File: config.mk
export PLATFORM = sky130hd
export DESIGN_NAME = fetch_unit
export DESIGN_NICKNAME = d
export VERILOG_FILES = /design/src/rtl/fetch_unit_pkg.sv /design/src/rtl/fetch_inst_buf.sv /design/src/rtl/fetch_unit.sv
export SDC_FILE = /design/constraint.sdc
export NUM_CORES = 1
export LEC_CHECK = 0
export CORE_AREA = 2 2 123 125
export DETAILED_ROUTE_END_ITERATION = 8
export DIE_AREA = 0 0 125 127
export GPL_TIMING_DRIVEN = 0
export PLACE_DENSITY = 0.83
export SLEW_MARGIN = 20
export SYNTH_ARGS = -nofsm -noshare
export SYNTH_HDL_FRONTEND = slang
export SYNTH_SLANG_ARGS = --single-unit
File: constraint.sdc
create_clock -name clk -period 2.7 [get_ports clk]
set_input_delay 0.405 -clock clk [delete_from_list [all_inputs] [get_ports clk]]
set_output_delay 0.405 -clock clk [all_outputs]
set_load 0.1 [all_outputs]
File: src/rtl/fetch_unit_pkg.sv
// Shared CPU front-end definitions: fetch FSM encoding, reset PC, bus size
// code and the instruction-buffer entry layout.
package fetch_unit_pkg;

  localparam logic [31:0] RESET_PC_DEFAULT = 32'h1C00_0000;
  localparam logic [1:0]  SIZE_WORD        = 2'b10;
  localparam logic [31:0] PC_STEP          = 32'd4;

  // S_REQ: request phase, S_WAIT: accepted and awaiting data,
  // S_IDLE: buffer holds an ADEF entry, fetching stopped until redirect
  typedef enum logic [1:0] {
    S_REQ  = 2'd0,
    S_WAIT = 2'd1,
    S_IDLE = 2'd2
  } fetch_state_e;

  typedef struct packed {
    logic [31:0] pc;
    logic [31:0] inst;
    logic        adef;
  } fetch_entry_t;

endpackage

File: src/rtl/fetch_inst_buf.sv
// One-entry fetch-to-decode buffer with flush.
//   clk, reset       : clock, synchronous active-high reset
//   flush            : drop the held entry (redirect)
//   load, load_*     : write a new entry (takes effect next cycle)
//   ds_allowin       : decode consumes the entry this cycle
//   ready_c          : entry slot free or being drained this cycle
//   valid/pc/inst/adef : registered entry presented to decode
module fetch_inst_buf
  import fetch_unit_pkg::*;
(
  input  logic        clk,
  input  logic        reset,
  input  logic        flush,
  input  logic        load,
  input  logic [31:0] load_pc,
  input  logic [31:0] load_inst,
  input  logic        load_adef,
  input  logic        ds_allowin,
  output logic        ready_c,
  output logic        valid,
  output logic [31:0] pc,
  output logic [31:0] inst,
  output logic        adef
);

  fetch_entry_t entry;

  assign ready_c = !valid || ds_allowin;

  // Entry register: flush beats load, load beats drain; payload held on drain
  always_ff @(posedge clk) begin
    if (reset) begin
      valid <= 1'b0;
      entry <= '0;
    end else if (flush) begin
      valid <= 1'b0;
    end else if (load) begin
      valid <= 1'b1;
      entry <= '{pc: load_pc, inst: load_inst, adef: load_adef};
    end else if (valid && ds_allowin) begin
      valid <= 1'b0;
    end
  end

  assign pc   = entry.pc;
  assign inst = entry.inst;
  assign adef = entry.adef;

endmodule

File: src/rtl/fetch_unit.sv
// Instruction fetch stage: issues word reads on the SRAM-like bridge, keeps
// at most one request outstanding, and hands instructions to decode through
// a one-entry buffer. Redirects discard in-flight fetches.
//   clk, reset             : clock, synchronous active-high reset
//   inst_sram_*            : request/response bridge interface (read only)
//   redirect_valid/_pc     : branch/exception redirect pulse and target
//   ds_allowin             : decode accepts this cycle
//   fs_to_ds_*             : buffered instruction towards decode
module fetch_unit
  import fetch_unit_pkg::*;
#(
  parameter logic [31:0] RESET_PC = RESET_PC_DEFAULT
) (
  input  logic        clk,
  input  logic        reset,
  output logic        inst_sram_req,
  output logic        inst_sram_wr,
  output logic [1:0]  inst_sram_size,
  output logic [3:0]  inst_sram_wstrb,
  output logic [31:0] inst_sram_addr,
  output logic [31:0] inst_sram_wdata,
  input  logic        inst_sram_addr_ok,
  input  logic        inst_sram_data_ok,
  input  logic [31:0] inst_sram_rdata,
  input  logic        redirect_valid,
  input  logic [31:0] redirect_pc,
  input  logic        ds_allowin,
  output logic        fs_to_ds_valid,
  output logic [31:0] fs_to_ds_pc,
  output logic [31:0] fs_to_ds_inst,
  output logic        fs_to_ds_adef
);

  fetch_state_e state, state_nxt;
  logic [31:0]  pc, pc_nxt;
  logic [31:0]  pend_pc, pend_pc_nxt;
  logic         pending, pending_nxt;
  logic         discard, discard_nxt;

  logic         buf_ready_c;
  logic         misaligned_c;
  logic         req_c;
  logic         accept_c;
  logic         buf_load_c;
  logic [31:0]  buf_pc_c;
  logic [31:0]  buf_inst_c;
  logic         buf_adef_c;

  assign misaligned_c = (pc[1:0] != 2'b00);
  // Once raised, req stays up until accepted: the buffer is empty from then on
  assign req_c        = !reset && (state == S_REQ) && !misaligned_c && buf_ready_c;
  assign accept_c     = req_c && inst_sram_addr_ok;

  assign inst_sram_req   = req_c;
  assign inst_sram_addr  = pc;
  assign inst_sram_wr    = 1'b0;
  assign inst_sram_size  = SIZE_WORD;
  assign inst_sram_wstrb = 4'b0;
  assign inst_sram_wdata = 32'b0;

  // State and fetch-pointer registers
  always_ff @(posedge clk) begin
    if (reset) begin
      state   <= S_REQ;
      pc      <= RESET_PC;
      pend_pc <= 32'b0;
      pending <= 1'b0;
      discard <= 1'b0;
    end else begin
      state   <= state_nxt;
      pc      <= pc_nxt;
      pend_pc <= pend_pc_nxt;
      pending <= pending_nxt;
      discard <= discard_nxt;
    end
  end

  // Next-state, fetch pointer and buffer write control
  always_comb begin
    state_nxt   = state;
    pc_nxt      = pc;
    pend_pc_nxt = pend_pc;
    pending_nxt = pending;
    discard_nxt = discard;
    buf_load_c  = 1'b0;
    buf_pc_c    = pc;
    buf_inst_c  = 32'b0;
    buf_adef_c  = 1'b0;

    case (state)
      S_REQ: begin
        if (accept_c) begin
          // A redirect now or during the hold turns this request into a discard
          state_nxt   = S_WAIT;
          discard_nxt = pending || redirect_valid;
          pending_nxt = 1'b0;
          if (redirect_valid)  pc_nxt = redirect_pc;
          else if (pending)    pc_nxt = pend_pc;
          else                 pc_nxt = pc + PC_STEP;
        end else if (redirect_valid) begin
          // Held request must keep its address, so park the target
          if (req_c) begin
            pending_nxt = 1'b1;
            pend_pc_nxt = redirect_pc;
          end else begin
            pc_nxt = redirect_pc;
          end
        end else if (misaligned_c && buf_ready_c) begin
          buf_load_c = 1'b1;
          buf_adef_c = 1'b1;
          state_nxt  = S_IDLE;
        end
      end
      S_WAIT: begin
        if (inst_sram_data_ok) begin
          state_nxt   = S_REQ;
          discard_nxt = 1'b0;
          if (!discard && !redirect_valid) begin
            // pc already stepped past the in-flight address at acceptance
            buf_load_c = 1'b1;
            buf_pc_c   = pc - PC_STEP;
            buf_inst_c = inst_sram_rdata;
          end
        end else if (redirect_valid) begin
          discard_nxt = 1'b1;
        end
        if (redirect_valid) pc_nxt = redirect_pc;
      end
      S_IDLE: begin
        if (redirect_valid) begin
          pc_nxt    = redirect_pc;
          state_nxt = S_REQ;
        end
      end
      default: state_nxt = S_REQ;
    endcase
  end

  fetch_inst_buf u_inst_buf (
    .clk        (clk),
    .reset      (reset),
    .flush      (redirect_valid),
    .load       (buf_load_c),
    .load_pc    (buf_pc_c),
    .load_inst  (buf_inst_c),
    .load_adef  (buf_adef_c),
    .ds_allowin (ds_allowin),
    .ready_c    (buf_ready_c),
    .valid      (fs_to_ds_valid),
    .pc         (fs_to_ds_pc),
    .inst       (fs_to_ds_inst),
    .adef       (fs_to_ds_adef)
  );

endmodule

Word-level counts from Yosys, hierarchy flattened:

Cells that the tools add are included.

* register bits: 134
* input port bits: 70
* output and inout bits: 138
* logic and storage cells: 89

* add/subtract/negate cells: 2
* eq/ne operators: 11
* muxes and demuxes: 36
* bitwise operators: 2
* reductions and logical operators: 29

Operators with widths (count)
* 32-bit two-way mux: 12
* 32-bit case mux with 2 select lines: 1
* 32-bit by 3-bit adder with 32-bit output, second input constant: 1
* 32-bit by 3-bit subtractor with 32-bit output, second input constant: 1
* 1-bit two-way mux: 15
* 3-bit != test, second input constant: 4
* 4-bit AND reduction: 3
* 2-bit nonzero test: 6
* 2-bit two-way mux: 5
* 1-bit logical AND: 7
* 2-bit != test, second input constant: 3
* 2-bit case mux with 3 select lines: 1
* 3-bit AND reduction: 2
* 1-bit logical NOT: 5
* 1-bit case mux with 2 select lines: 2
* 2-bit OR reduction: 2
* 3-bit by 2-bit != test with 1-bit output, second input constant: 1
* 2-bit by 1-bit equality test with 1-bit output, second input constant: 1
* 2-bit equality test, second input constant: 1
* 2-bit logical NOT: 1
* 1-bit logical OR: 2
* 2-bit by 1-bit != test with 1-bit output, second input constant: 1
* 1-bit NOT: 2
* 2-bit AND reduction: 1

Longest topological paths before layout:

Gate-level depths: netlist (run 1).

* depth in word-level cells: 8
* mapped depth: 10
* mapped depth without buffers: 8

Hierarchy:

From an unflattened synthesis (run 1), not the netlist that was laid out.

* cell total of the unflattened synthesis: 998
* area, all modules: 8373.0 um2

By module, submodules not included
* fetch_unit: instances 1, cells an instance 698, area each 5082.4 um2, sequential area each 1361.3 um2
* fetch_inst_buf: instances 1, cells an instance 300, area each 3290.7 um2, sequential area each 1321.3 um2

Least setup slack after synthesis (run 1):

No wires, ideal clock.

* kind: register -> register
* start point: reg pc[11] (netlist: inst_sram_addr[11])
* end point: reg u_inst_buf.entry (netlist bit u_inst_buf.pc[27])
* setup time: 80 ps
* data arrival time: 2944 ps
* data required time: 2620 ps
* setup slack: -323 ps
* stages on the path, launching flop included: 10
* path buffers: 3
* clock period less this slack: 3023 ps
* cells stage by stage: dfxtp_1 > buf_6 > or4_4 > or2_1 > buf_6 > or4_4 > buf_6 > nor4_4 > xnor2_1 > a211oi_2

* longest elaborated chain between the ends: 4

RTL lines
* start: declaration: line fetch_unit.sv:35 `logic [31:0] pc, pc_nxt;`
* start signal: assignment: line fetch_unit.sv:71 `pc <= pc_nxt;`
* 32-bit by 3-bit subtractor with 32-bit output: line fetch_unit.sv:121 `buf_pc_c = pc - PC_STEP;`
* 32-bit two-way mux: line fetch_unit.sv:118 `if (!discard && !redirect_valid) begin`
* 32-bit two-way mux: line fetch_unit.sv:115 `if (inst_sram_data_ok) begin`
* 32-bit two-way mux: line fetch_unit.sv:90 `case (state)`
* end signal: assignment: line fetch_inst_buf.sv:39 `entry <= '{pc: load_pc, inst: load_inst, adef: load_adef};`
* end: declaration: line fetch_inst_buf.sv:26 `fetch_entry_t entry;`

Every way passes these cells.
A chain may end at the register's enable or synchronous reset.

Worst setup path after layout (run 1):

* start point: reg pc[1] (netlist: inst_sram_addr[1])
* end point: out inst_sram_addr[1]

RTL lines
* end: declaration: line fetch_unit.sv:20 `output logic [31:0] inst_sram_addr,`

No word-level cell between the ends.

==> qor.log, run 1 <==
qor: outcome.outcome complete, no violations
qor: worst_hold_path.worstHoldPathType reg2reg
qor: setup_path.critical_path_required 2.30 ns
qor: clock_network.cts_tree built
qor: synthesis.yosys_warnings 0
qor: power.power.switching_fraction 0.474
qor: power.p_int 5.20 mW
qor: floorplanning.ioPinCount 208
qor: setup_path.dominant_delay_contributor_by_cell_family_on_the_critical_path buffers and inverters
qor: placement.placedInstanceArea 0.00893 mm2
qor: floorplanning.start_util 0.474
qor: synthesis.synthFlopType sky130_fd_sc_hd__dfxtp_1
qor: global_routing.vias_in_the_first_global_route 6553
qor: synthesis.syn-cell-area 0.00684 mm2
qor: global_routing.grt_start_max_net_pins 17
qor: clock_network.h-tree-depth 4
qor: clock_network.clk_path_buf_depth 2
qor: synthesis.synth.largest_area_cell sky130_fd_sc_hd__dfxtp_1
qor: timing.maxClockFrequency 378 MHz
qor: synthesis.syn-mean-instance-area 7.89 um2
qor: power.finalPower 9.88 mW
qor: synthesis.flip_flop_and_latch_count_after_synthesis 134
qor: timing.rsz0062_at_grt yes
qor: cells_and_area.layout.cells.most_common sky130_fd_sc_hd__clkdlybuf4s50_1
qor: global_routing.grt_first_pass_wirelength 34300 um
qor: power.combinationalPowerShare 0.473
qor: synthesis.yosys.area.top_type_share 0.392
qor: setup_path.critPathMaxStageDelay 1.14 ns
qor: cells_and_area.mostFrequentLayoutCells sky130_fd_sc_hd__clkdlybuf4s50_1, sky130_fd_sc_hd__nand2_1, sky130_fd_sc_hd__dfxtp_1
qor: timing.tns 0 ns
qor: power.power.ir.vdd_worst 0.604 mV
qor: global_routing.grt_overflow_total 0
qor: global_routing.grt.total_usage 0.272
qor: clock_network.number_of_buffers_created_by_cts 17
qor: floorplanning.die_height 127 um
qor: power.share_seq_of_total_power 0.263
qor: routing.detailedRoute.firstIterationViolations 751
qor: placement.hpwlAfterDp 16200 um
qor: routing.wirelength 22600 um
qor: synthesis.yosys.cell_types.count 56
qor: timing.timing.final.max_slew_violations 0
qor: setup_path.arrival 2.24 ns
qor: routing.drtAntennaViolNets 0
qor: power.share_clk_of_total_power 0.264
qor: synthesis.cells_after_synthesis 867
qor: cells_and_area.drive_above_1_share 0.122
qor: cells_and_area.fin_nets 1166
qor: global_routing.grt_antenna_before_repair 0
qor: setup_path.cp_cell_sequence buf_4 > clkdlybuf4s50_1
qor: synthesis.synth_seq_area_share 0.392
qor: floorplanning.design.core.area 0.0144 mm2
qor: setup_path.r2r-start inst_sram_addr[5]$_SDFFE_PP0P_
qor: cells_and_area.stdcell_area 0.00965 mm2
qor: routing.detailedRoute.firstPassIterationCount 5
qor: timing.timing.max_slew.rel_slack 0.308
qor: setup_path.standard_cell_with_the_maximum_stage_delay_on_the_critical_path sky130_fd_sc_hd__clkdlybuf4s50_1
qor: clock_network.clk_root_buffer_cell sky130_fd_sc_hd__clkbuf_16
qor: clock_network.cts.clk_slew.worst_paths 0.06 ns
qor: job.maxCapViolCount 0
qor: power.cellLeakagePower 3.52 nW
qor: synthesis.postSynth.asyncResetShare 0
qor: timing.final_hold_violation_count 0
qor: placement.placement.io_buffers 168
qor: cells_and_area.area_growth_syn_to_layout 41.0%
qor: setup_path.worst_setup_path_startpoint inst_sram_addr[1]$_SDFFE_PP0P_
qor: clock_network.clk-insertion-delay-late 0.44 ns
qor: floorplanning.rows 44
qor: timing.layout_min_cycle_time 2.65 ns
qor: setup_path.crit_type reg2out
qor: timing.tightestPinTransition 1.03 ns
qor: timing.final.hold.worst_slack 0.450 ns
qor: setup_path.critical_path_buffers_and_inverters 2
qor: setup_path.setup.worst_path.start_class flop
qor: clock_network.tritoncts_num_sinks 134
qor: setup_path.critical_path.max_fanout 6
qor: timing.fin_skew 0.0107 ns
qor: worst_hold_path.worstHoldStart pend_pc[22]$_SDFFE_PP0P_
qor: power.p_per_area 1020 mW/mm2
qor: placement.globalplace.congestion 0.937
qor: routing.via_count 7258
qor: synthesis.synth_enable_flop_cells 0
qor: timing.post-route-period-util 0.981
qor: floorplanning.fp.dieArea 0.0159 mm2
qor: setup_path.timing.critical_path.to_type primary output
qor: floorplanning.chipWidth 125 um
qor: synthesis.yosys-top-cells-area sky130_fd_sc_hd__dfxtp_1, sky130_fd_sc_hd__nand2_1, sky130_fd_sc_hd__a21oi_1, sky130_fd_sc_hd__a211oi_1, sky130_fd_sc_hd__buf_4
qor: routing.routedWlPerCell 17.6 um
qor: timing.timing.final.setup_violations 0
qor: cells_and_area.diodes 0
qor: power.switchingPower 4.68 mW
qor: routing.vias_per_cell 5.64
qor: routing.drt_drc_violations_left 0
cell families (layout without fill, tap and decap cells):
group,after synthesis,count (layout),synth area share
muxes,2,2,0.00293
xor gates and xnor gates,45,45,0.0576
adders and majority gates,6,6,0.0110
AOI/OAI and AO/OA,221,221,0.210
and+or+nand+nor,327,327,0.226
other,2,39,0.00110
buffers and inverters,130,329,0.0997
DFF,134,134,0.392
worst min-delay path: cells and delay by family, from the launching register on:
| kind | cells | cell delay, ns |
|---|---|---|
| AO/OA/AOI/OAI | 1 | 0.05 |
| flip-flops | 1 | 0.30 |
| AND/OR/NAND/NOR | 1 | 0.05 |
state kept, by name, indices dropped and copies added, names as in the netlist:
register,count
discard,1
state,2
u_inst_buf.adef,1
pending,1
u_inst_buf.valid,1
u_inst_buf.inst,32
u_inst_buf.pc,32
inst_sram_addr,32
pend_pc,32
synthesized netlist by cell type, types with 14 or more instances:
cell / instances
sky130_fd_sc_hd__nand2_1: 137
sky130_fd_sc_hd__dfxtp_1: 134
sky130_fd_sc_hd__a21oi_1: 83
sky130_fd_sc_hd__nor2_1: 75
sky130_fd_sc_hd__clkbuf_1: 64
sky130_fd_sc_hd__a211oi_1: 45
sky130_fd_sc_hd__buf_4: 41
sky130_fd_sc_hd__nand3_1: 32
sky130_fd_sc_hd__xnor2_1: 32
sky130_fd_sc_hd__o21ai_0: 24
sky130_fd_sc_hd__a22o_1: 16
sky130_fd_sc_hd__inv_1: 14
sky130_fd_sc_hd__o211ai_1: 14
final cells by class:
cell class | instances | area (um2)
clock inverter | 12 | 196
buffer | 114 | 639
timing repair buffer | 169 | 1690
inverter | 14 | 52.6
sequential | 134 | 2710
tap | 184 | 230
clock buffer | 20 | 468
fill | 1215 | 4770
multi-input combinational | 640 | 3670
final timing paths:
kind | end | slack, ns | cells after the start
setup reg to reg | inst_sram_addr[25]$_SDFFE_PP0P_ | 0.08 | 6
hold reg to reg | pend_pc[22]$_SDFFE_PP0P_ | 0.45 | 2
hold / removal | pend_pc[22]$_SDFFE_PP0P_ | 0.45 | 2
setup / recovery | inst_sram_addr[1] | 0.05 | 2
metal layers:
metal	track usage	share of wire	vias to the layer above
li1	-	-	3412
met5	0	0	-
met4	0.139	0.043	0
met2	0.449	0.47	440
met3	0.0523	0.10	85
met1	0.341	0.38	3321
power by group through the flow:
stage | Combinational (mW) | Sequential, mW | Clock, mW
after floorplan | 1.75 | 4.31 | 0
after global placement | 4.54 | 2.60 | 0
after detailed placement | 4.58 | 2.61 | 0
after CTS | 4.60 | 2.57 | 2.61
after global routing | 4.87 | 2.63 | 2.70
final | 4.68 | 2.60 | 2.61
what timing repair did:
item	CTS	global route
hold buffers	0	0
gates resized for setup	9	31
setup buffers	0	1
endpoints found under the setup margin	32	50
pin swaps	0	1
metrics by stage:
step,cells,worst slack [ns],utilization
floorplan,904,-0.0196,-
global placement,1256,-0.451,0.619
detailed placement,1256,-0.460,0.619
CTS,1287,0.0220,0.665
global route,1287,-0.00785,0.669
finish,1287,0.0526,0.669
Power figures use the tool's default switching activity.
==> run 2, diff against run 1 <==
--- a/config.mk
+++ b/config.mk
@@ -9,6 +9,7 @@
 export DETAILED_ROUTE_END_ITERATION = 8
 export DIE_AREA = 0 0 125 127
 export GPL_TIMING_DRIVEN = 0
+export MAX_ROUTING_LAYER = met4
 export PLACE_DENSITY = 0.83
 export SLEW_MARGIN = 20
 export SYNTH_ARGS = -nofsm -noshare
==> run 2 against run 1 <==
  * Global-route usage grew 0.78 points
  * Sequential power is essentially flat
  * Total power shrank 2.9%
  * Combinational power shrank 0.9%
  * Highest routed layer unchanged
  * Non-clock buffer count is the same
  * Clock power shrank 10%
  * Clock skew shrank 0.0024 ns
  * Setup slack gained 0.010 ns
==> qor.log, run 2 (synthesized netlist as in run 1, its figures left out) <==
qor: outcome.outcome complete, no violations
qor: cells_and_area.area_growth_syn_to_layout 40.1%
qor: cells_and_area.fillers 1231 [+1.3%]
qor: clock_network.cts_tree built
qor: clock_network.number_of_buffers_created_by_cts 17 [unchanged]
qor: routing.vias_per_cell 5.58 [-1.1%]
qor: routing.drt_drc_violations_left 0 [unchanged]
qor: floorplanning.fp.dieArea 0.0159 mm2 [unchanged]
qor: setup_path.critPathMaxStageDelay 0.58 ns [-0.56 ns]
qor: floorplanning.design.core.area 0.0144 mm2 [unchanged]
qor: setup_path.setup.worst_path.start_class flop
qor: power.p_per_area 1000 mW/mm2 [-2.3%]
qor: setup_path.standard_cell_with_the_maximum_stage_delay_on_the_critical_path sky130_fd_sc_hd__or4_4
qor: floorplanning.rows 44 [unchanged]
qor: worst_hold_path.worstHoldPathType reg2reg
qor: clock_network.h-tree-depth 4 [unchanged]
qor: cells_and_area.fin_nets 1166 [unchanged]
qor: timing.rsz0062_at_grt yes
qor: routing.via_count 7177 [-1.1%]
qor: setup_path.regToRegEndpoint u_inst_buf.pc[27]$_SDFFE_PP0P_
qor: routing.detailedRoute.firstIterationViolations 720 [-4.1%]
qor: job.maxCapViolCount 0 [unchanged]
qor: global_routing.grt_overflow_total 0 [unchanged]
qor: floorplanning.chipWidth 125 um [unchanged]
qor: setup_path.ff_to_ff_path_depth 9 [+3]
qor: global_routing.grt.total_usage 0.279 [+0.00775]
qor: cells_and_area.layout.cells.most_common sky130_fd_sc_hd__clkdlybuf4s50_1
qor: timing.tightestPinTransition 1.02 ns [-0.0142 ns]
qor: timing.post-route-period-util 0.977 [-0.00380]
qor: timing.final_hold_violation_count 0 [unchanged]
qor: cells_and_area.mostFrequentLayoutCells sky130_fd_sc_hd__clkdlybuf4s50_1, sky130_fd_sc_hd__nand2_1, sky130_fd_sc_hd__dfxtp_1
qor: power.cellLeakagePower 3.47 nW [-1.4%]
qor: setup_path.arrival 2.92 ns [+0.68 ns]
qor: timing.final.hold.worst_slack 0.453 ns [+0.00248 ns]
qor: setup_path.critical_path_required 2.98 ns [+0.68 ns]
qor: timing.timing.final.max_slew_violations 0 [unchanged]
qor: power.power.ir.vdd_worst 0.509 mV [-16%]
qor: routing.wirelength 22300 um [-1.6%]
qor: timing.layout_min_cycle_time 2.64 ns [-0.0103 ns]
qor: setup_path.dominant_delay_contributor_by_cell_family_on_the_critical_path simple AND/OR/NAND/NOR gates
qor: timing.timing.final.setup_violations 0 [unchanged]
qor: worst_hold_path.worstHoldEndpoint pend_pc[29]$_SDFFE_PP0P_
qor: timing.fin_skew 0.00830 ns [-0.00245 ns]
qor: setup_path.critical_path.max_fanout 7 [+1]
qor: clock_network.clk_path_buf_depth 2 [unchanged]
qor: cells_and_area.diodes 0 [unchanged]
qor: clock_network.cts_hold_repair.buffers 0 [unchanged]
qor: worst_hold_path.holdPathStages 2 [unchanged]
qor: setup_path.crit_type reg2reg
qor: clock_network.cts.clk_slew.worst_paths 0.06 ns [about the same]
qor: clock_network.clk-insertion-delay-late 0.43 ns [about the same]
qor: placement.globalplace.congestion 0.927 [-1.1%]
qor: placement.placement.io_buffers 168 [unchanged]
qor: setup_path.critical_path_buffers_and_inverters 2 [unchanged]
qor: global_routing.grt_antenna_before_repair 0 [unchanged]
qor: placement.hpwlAfterDp 16100 um [-0.56%]
qor: cells_and_area.multi_input_comb_area 0.00367 mm2 [about the same]
qor: setup_path.cp_cell_sequence inv_1 > ha_1 > and4bb_4 > nand4_2 > or4_4 > buf_6 > nor4_4 > xnor2_1 > a211oi_2
qor: routing.detailedRoute.firstPassIterationCount 5 [unchanged]
qor: routing.routedWlPerCell 17.3 um [-1.6%]
qor: global_routing.grt_first_pass_wirelength 34300 um [about the same]
qor: worst_hold_path.worstHoldStart pend_pc[29]$_SDFFE_PP0P_
qor: cells_and_area.drive_above_1_share 0.123 [+0.000907]
qor: floorplanning.start_util 0.474 [unchanged]
qor: timing.timing.max_slew.rel_slack 0.318 [+0.00953]
qor: floorplanning.die_height 127 um [unchanged]
qor: setup_path.r2r-start state[1]$_SDFFE_PP0P_
qor: global_routing.vias_in_the_first_global_route 6527 [-0.40%]
qor: setup_path.timing.critical_path.to_type flop
qor: clock_network.tritoncts_num_sinks 134 [unchanged]
qor: floorplanning.ioPinCount 208 [unchanged]
qor: timing.maxClockFrequency 379 MHz [+0.39%]
qor: setup_path.worst-r2r-setup-slack 0.06 ns [-0.02 ns]
qor: clock_network.clk_root_buffer_cell sky130_fd_sc_hd__clkbuf_16
qor: cells_and_area.register_area 0.00271 mm2 [unchanged]
qor: global_routing.grt_start_max_net_pins 17 [unchanged]
qor: timing.tns 0 ns [unchanged]
qor: routing.drtAntennaViolNets 0 [unchanged]
## run 2: changes by cell type in the layout (fill, tap and decap cells not counted), sizes merged
cell      delta
inv          +1
clkbuf       -3
bufinv       -3
clkinv       +1
buf          +1
clkinvlp     +3
## run 2: repair_timing
| item | CTS | global route |
|---|---|---|
| resized for setup | 6 | 29 |
| setup buffers | 0 | 2 |
| pin swaps | 0 | 1 |
| setup endpoints to repair | 22 | 45 |
| cloned | 0 | 0 |
## run 2: tightest hold or removal path, cell delays in order (launching register included)
cell and delay [ns]:
sky130_fd_sc_hd__dfxtp_1 0.31, sky130_fd_sc_hd__nand2_1 0.05, sky130_fd_sc_hd__a21oi_1 0.05
## run 2: worst max-delay path by stage
stage / start / to / slack (ns) / cells after the start
2_1_floorplan: inst_sram_addr[16]$_SDFFE_PP0P_ / u_inst_buf.pc[27]$_SDFFE_PP0P_ / -0.02 / 8
3_3_place_gp: reset / inst_sram_req / -0.45 / 5
3_5_place_dp: reset / inst_sram_req / -0.45 / 5
4_1_cts: state[0]$_SDFFE_PP0P_ / inst_sram_addr[25]$_SDFFE_PP0P_ / 0.006 / 8
5_1_grt: state[0]$_SDFFE_PP0P_ / inst_sram_addr[25]$_SDFFE_PP0P_ / -0.04 / 8
6_report: state[1]$_SDFFE_PP0P_ / u_inst_buf.pc[27]$_SDFFE_PP0P_ / 0.06 / 9
## run 2: final cells by class
class / count / area share
multi-input cells: 640 / 0.383
well taps: 184 / 0.0240
plain buffers: 113 / 0.0659
repair buffers: 170 / 0.177
flip-flops and latches: 134 / 0.283
clock buffers: 18 / 0.0470
clock inverters: 14 / 0.0157
inverters: 14 / 0.00548
## run 2: metrics by stage
stage	setup WS, ns	total power [mW]	instance area [um2]	std cells	utilization
floorplan	-0.0196	6.06	7020	904	-
global placement	-0.453	7.14	8930	1256	0.619
detailed placement	-0.450	7.18	8930	1256	0.619
CTS	0.00569	9.51	9530	1287	0.661
global route	-0.0414	9.94	9590	1287	0.665
finish	0.0629	9.59	9590	1287	0.665
## run 2: power by group
group	internal, mW	total, mW	switching [mW]
clock	1.42	2.34	0.926
combinational	1.18	4.64	3.46
sequential	2.29	2.60	0.311
## run 2: layer usage
layer / routed length, um / share of wire / GRT usage / up-vias
met1: 8730 / 0.39 / 0.354 / 3248
met5: 0 / 0 / - / -
met3: 2220 / 0.10 / 0.0507 / 80
met4: 852 / 0.038 / 0.120 / 0
li1: - / - / - / 3403
met2: 10500 / 0.47 / 0.441 / 446
